File: config.mk
export PLATFORM = sky130hd
export DESIGN_NAME = mat_cache_ctrl
export DESIGN_NICKNAME = d
export VERILOG_FILES = /design/src/rtl/mat_cache_ctrl.sv
export SDC_FILE = /design/constraint.sdc
export NUM_CORES = 1
export LEC_CHECK = 0
export CORE_MARGIN = 3
export CORE_UTILIZATION = 42
export DETAILED_ROUTE_END_ITERATION = 8
export PLACE_DENSITY = 0.87
export RECOVER_POWER = 25
export SLEW_MARGIN = 20
export SYNTH_ARGS = -nofsm -noshare
export SYNTH_HDL_FRONTEND = slang
export SYNTH_SLANG_ARGS = --single-unit
File: constraint.sdc
create_clock -name clock -period 4.9 [get_ports clock]
set_input_delay 0.49 -clock clock [delete_from_list [all_inputs] [get_ports clock]]
set_output_delay 0.49 -clock clock [all_outputs]
set_load 0.02 [all_outputs]
File: src/rtl/mat_cache_ctrl.sv
// rtl/mat_cache_ctrl.sv - MatCache command sequencer: row loads, row/diagonal reads.
// Cache opcode types live in mat_cache_pkg so the cache and controller share one encoding.

package mat_cache_pkg;

  typedef enum logic [1:0] {
    MAT_CACHE_WRITE_NOP = 2'd0,
    MAT_CACHE_WRITE_ROW = 2'd1
  } MatCacheWriteOp_t;

  typedef enum logic [1:0] {
    MAT_CACHE_READ_NOP  = 2'd0,
    MAT_CACHE_READ_ROW  = 2'd1,
    MAT_CACHE_READ_DIAG = 2'd2
  } MatCacheReadOp_t;

endpackage

module mat_cache_ctrl
  import mat_cache_pkg::*;
#(
  parameter int WIDTH      = 4,
  parameter int CACHE_SIZE = 4
) (
  input  logic                          clock,
  input  logic                          reset,
  input  logic                          cmd_valid,
  output logic                          cmd_ready,
  input  logic [1:0]                    cmd_op,
  input  logic [$clog2(CACHE_SIZE)-1:0] cmd_addr,
  input  logic                          in_valid,
  output logic                          in_ready,
  output logic                          out_valid,
  input  logic                          out_ready,
  output logic                          out_last,
  output MatCacheWriteOp_t              write_op,
  output logic [$clog2(CACHE_SIZE)-1:0] write_addr1,
  output logic [$clog2(WIDTH)-1:0]      write_param,
  output MatCacheReadOp_t               read_op,
  output logic [$clog2(CACHE_SIZE)-1:0] read_addr1,
  output logic [$clog2(CACHE_SIZE)-1:0] read_addr2,
  output logic [$clog2(WIDTH)-1:0]      read_param,
  output logic                          busy,
  output logic                          err
);

  localparam int IW = $clog2(WIDTH);
  localparam int AW = $clog2(CACHE_SIZE);

  localparam logic [1:0] OP_LOAD  = 2'd0;
  localparam logic [1:0] OP_ROWS  = 2'd1;
  localparam logic [1:0] OP_DIAGS = 2'd2;

  typedef enum logic [1:0] {
    S_IDLE = 2'd0,
    S_LOAD = 2'd1,
    S_READ = 2'd2
  } state_t;

  state_t        state;
  logic [IW-1:0] idx;
  logic [AW-1:0] slot;
  logic          diag_mode;
  logic          idx_last;

  assign idx_last = (idx == IW'(WIDTH - 1));

  always_ff @(posedge clock or posedge reset) begin
    if (reset) begin
      state     <= S_IDLE;
      idx       <= '0;
      slot      <= '0;
      diag_mode <= 1'b0;
      err       <= 1'b0;
    end else begin
      err <= 1'b0;
      case (state)
        S_IDLE: begin
          if (cmd_valid) begin
            case (cmd_op)
              OP_LOAD: begin
                slot  <= cmd_addr;
                idx   <= '0;
                state <= S_LOAD;
              end
              OP_ROWS, OP_DIAGS: begin
                slot      <= cmd_addr;
                diag_mode <= (cmd_op == OP_DIAGS);
                idx       <= '0;
                state     <= S_READ;
              end
              default: err <= 1'b1;
            endcase
          end
        end
        S_LOAD: begin
          if (in_valid) begin
            if (idx_last) begin
              idx   <= '0;
              state <= S_IDLE;
            end else begin
              idx <= idx + 1'b1;
            end
          end
        end
        S_READ: begin
          // out_valid is constantly high in READ, so out_ready alone is the handshake
          if (out_ready) begin
            if (idx_last) begin
              idx   <= '0;
              state <= S_IDLE;
            end else begin
              idx <= idx + 1'b1;
            end
          end
        end
        default: begin
          idx   <= '0;
          state <= S_IDLE;
        end
      endcase
    end
  end

  // Cache ops are decoded from state so a reset clears them in the same cycle
  always_comb begin
    write_op    = MAT_CACHE_WRITE_NOP;
    write_addr1 = '0;
    write_param = '0;
    read_op     = MAT_CACHE_READ_NOP;
    read_addr1  = '0;
    read_addr2  = '0;
    read_param  = '0;
    if (state == S_LOAD && in_valid) begin
      write_op    = MAT_CACHE_WRITE_ROW;
      write_addr1 = slot;
      write_param = idx;
    end
    if (state == S_READ) begin
      read_op    = diag_mode ? MAT_CACHE_READ_DIAG : MAT_CACHE_READ_ROW;
      read_addr1 = slot;
      read_addr2 = slot;
      read_param = idx;
    end
  end

  assign cmd_ready = (state == S_IDLE);
  assign busy      = (state != S_IDLE);
  assign in_ready  = (state == S_LOAD);
  assign out_valid = (state == S_READ);
  assign out_last  = (state == S_READ) && idx_last;

endmodule

== Word level (Yosys, flattened, before mapping) ==
Cells that the tools add are included.
Storage, ports and cells
  register bits: 8
  bits in latches: 0
  memory bits (writable): 0
  bits in read-only memories: 0
  output and inout bits: 20
  word-level logic and storage cells: 49
  memories: 0
Cells by class
  add/sub/neg operators: 1
  multipliers: 0
  divide/modulo/power cells: 0
  magnitude comparators: 0
  equal/unequal tests: 10
  shift operators: 0
  muxes and demuxes: 22
  bitwise operators: 0
  reduce and logical (&&, ||, !) cells: 11
Operators by type and width (number)
  2-to-1 mux 2 bit: 15
  case mux 2 bit (3 select lines): 2
  AND reduction 4 bit: 2
  equality test 2 bit (second input constant): 3
  inequality test 2 bit (second input constant): 3
  AND reduction 3 bit: 2
  equality test 2 x 1 -> 1 bit (second input constant): 2
  logical NOT 2 bit: 2
  2-to-1 mux 1 bit: 4
  case mux 2 bit (2 select lines): 1
  inequality test 3 x 1 -> 1 bit (second input constant): 1
  OR reduction 3 bit: 1
  adder 2 x 1 -> 2 bit (second input constant): 1
  logical AND 1 bit: 2
  inequality test 2 x 1 -> 1 bit (second input constant): 1
  nonzero test 2 bit: 1
  OR reduction 2 bit: 1

== Longest topological paths before layout ==
  depth after elaboration: 5
  mapped depth: 6

== Least setup slack after synthesis ==
OpenSTA, ideal clock, no wires.
  path kind: register -> output
  start: reg state[0]
  end: out read_addr2[0]
  arrival time: 1.375 ns
  slack: 3.035 ns
  stages on the path, launching flop included: 5
  buffers on the path: 1
  path through: dfrtp_1 inv_1 ha_1 and2_1 buf_4
Between the ends
  word-level cells in the longest chain between the ends: 2
Ends and longest elaborated chain
  from (decl): RTL line 60  | state_t state;
  from (signal assigned): RTL line 70  | state <= S_IDLE;
  from (signal assigned): RTL line 84  | state <= S_LOAD;
  from (signal assigned): RTL line 90  | state <= S_READ;
  equality test 2 bit
  named net out_valid: RTL line 33  | output logic out_valid,
  2-to-1 mux 2 bit: RTL line 139  | if (state == S_READ) begin
  to (decl): RTL line 41  | output logic [$clog2(CACHE_SIZE)-1:0] read_addr2,
The timed path passes the listed nets, and every way through them passes these cells.

== Final worst setup path ==
  start: reg state[0]
  end: out read_addr2[0]
Between the ends
  word-level cells in the longest chain between the ends: 2
Ends and longest elaborated chain (RTL line)
  equality test 2 bit: 139
  2-to-1 mux 2 bit: 139
Every way passes these cells.

==> run metrics <==
Clock Skew=0.00224 ns; count of different cell masters after synthesis=24; Fmax=0.410 GHz; # clock sinks=8; net count after synthesis=77; initial antenna violation count=0; post-CTS sizing=0; Congestion Overflow GR=0; Vias per Instance=4.99; final slew viol count=0; cts hold-fix bufs=0; Setup crit end kind=primary output; pre-CTS setup slack=2.54 ns; period utilization=49.8%; Synth Cell Area=616 um^2; vias=514; Site Rows=13; CP required=4.41 ns; Nets=106; most common cell after layout, fill and taps aside=clkdlybuf4s50_1; Sum Neg Setup Slack=0 ns; First DRT Iteration DRCs=4; final WL=1240 um; hold crit path type=flip-flop to flip-flop; Syn Area/Cell=10.1 um^2; kind of critical path=flip-flop to primary output; CTS Buf Count=3; htree depth=1; Arrival @ worst endpoint=1.95 ns; I/O Buffers=27; vias in the first global route=498; CORE AREA=1330 um^2; Max-cap violations=0; CP Max Fanout=10; Yosys warning count=0; status=completed; wire per inst=12.0 um; CTS root buffer=clkbuf_4; first-pass GRT wire length=2080 um; CTS tree=built; register bit total from synthesis=8; multi-input logic area=363 um^2; # diodes=0; largest net degree at the start of global routing=11; Fill cells=100; Startpoint Class=flip-flop; Die Ht=44.3 um; GP Congestion=0.700; CTS clk-pin slew, worst paths=0.05 ns; post-route ant nets=0; Reg area=200 um^2; Total Routing Usage GR=14.8%; post-DP HPWL=1050 um; Clock Latency Late Sink=0.25 ns; final hold vios=0; unrepaired setup endpoints after global routing=no; commonest non-fill, non-tap cells in the layout=clkdlybuf4s50_1, inv_1, dfrtp_1, ha_1, and2_1; hold path cells=1; register area share after synthesis=32.5%; DRT Pass-1 Iters=2; FF-to-FF path depth=6; post-CTS setup buffer count=0; synthesis-to-finish area growth=47.0%; final setup vio count=0; die width=44.3 um; share of layout cells above drive strength 1=13.6%; Power Density=523 nW/um^2; Mapped Cells=61; DRC viols=0; Starting Density=46.2%; Period minus WS final=2.44 ns; Max rail drop VDD=0.363 mV; worst setup margin=2.46 ns; die area=1960 um^2; Leak=0.000420 uW; I/O pins=29; Clock Path Buffers=2
-- stage by stage --
step	hold slack (ns)	utilization [%]	std cells	area, um^2	total power, uW
after global placement	0.486	66.1	100	882	418
after global routing	0.516	67.8	103	905	508
final	0.496	67.8	103	905	473
after detailed placement	0.490	66.1	100	882	427
after floorplan	0.306	-	61	616	318
after CTS	0.491	67.8	103	905	479
-- cells by family after synthesis --
group / synth area share, %
flip-flops: 32.5
other: 0.609
AO/OA/AOI/OAI: 12.2
adder cells (fa/ha/maj): 14.2
buffers and inverters: 8.54
AND/OR/NAND/NOR: 24.6
multiplexers: 7.32
-- per-layer routing --
| metal | vias up | share of wire [%] | track usage (%) |
|---|---|---|---|
| met2 | 26 | 48 | 25.9 |
| li1 | 256 | - | - |
| met1 | 230 | 41 | 15.9 |
| met3 | 2 | 8.5 | 2.03 |
| met4 | 0 | 2.2 | 10.8 |
| met5 | - | 0 | 0 |
-- sequential cells by signal, indices dropped and copies added, names as in the netlist --
register   count
diag_mode      1
err            1
idx            2
slot           2
state          2
-- worst max-delay path: stages (launching register included) --
cell	delay, ns
dfrtp_1	0.38
inv_1	0.10
ha_1	0.41
and2_1	0.21
clkdlybuf4s50_1	0.60
-- cells in the mapped netlist --
master	number	area share [%]
dfrtp_1	8	33
inv_1	8	4.9
ha_1	7	14
and2_1	6	6.1
and3_2	4	4.9
mux2_1	4	7.3
buf_4	3	3.7
nand2_1	2	1.2
nand3_1	2	1.6
nor2b_1	2	2.0
o21ai_0	2	1.6
a2111oi_4	1	4.5
a21boi_1	1	1.2
a221oi_2	1	2.4
a32o_1	1	1.6
and2_2	1	1.2
and2b_1	1	1.2
and3_1	1	1.0
conb_1	1	0.61
nand2b_1	1	1.0
nor2_1	1	0.61
nor2b_2	1	1.4
nor2b_4	1	2.2
o21ai_1	1	0.81
-- cell type report --
type                    count  share of cell area, %
clock buffers               3                   2.49
repair buffers             27                   29.9
flip-flops and latches      8                   22.1
inverters                   8                   3.32
multi-input cells          42                   40.1
well taps                  15                   2.07
-- worst paths after layout --
| check | slack, ns | startpoint | to |
|---|---|---|---|
| setup / recovery | 2.46 | state[0] | read_addr2[0] |
| hold / removal | 0.50 | slot[1] | slot[1] |
| setup reg to reg | 3.17 | state[0] | state[1] |
| hold reg to reg | 0.50 | slot[1] | slot[1] |
| max in group asynchronous | 4.05 | reset | slot[1] |
| min in group asynchronous | 0.62 | reset | idx[1] |
-- report_power, final --
group / internal [uW] / switching (uW) / total, uW
Combinational: 156 / 158 / 314
Sequential: 92.6 / 17.5 / 110
Clock: 27.9 / 21.1 / 49.0
Total: 276 / 197 / 473
No activity file was read; power rests on OpenSTA's default activity.
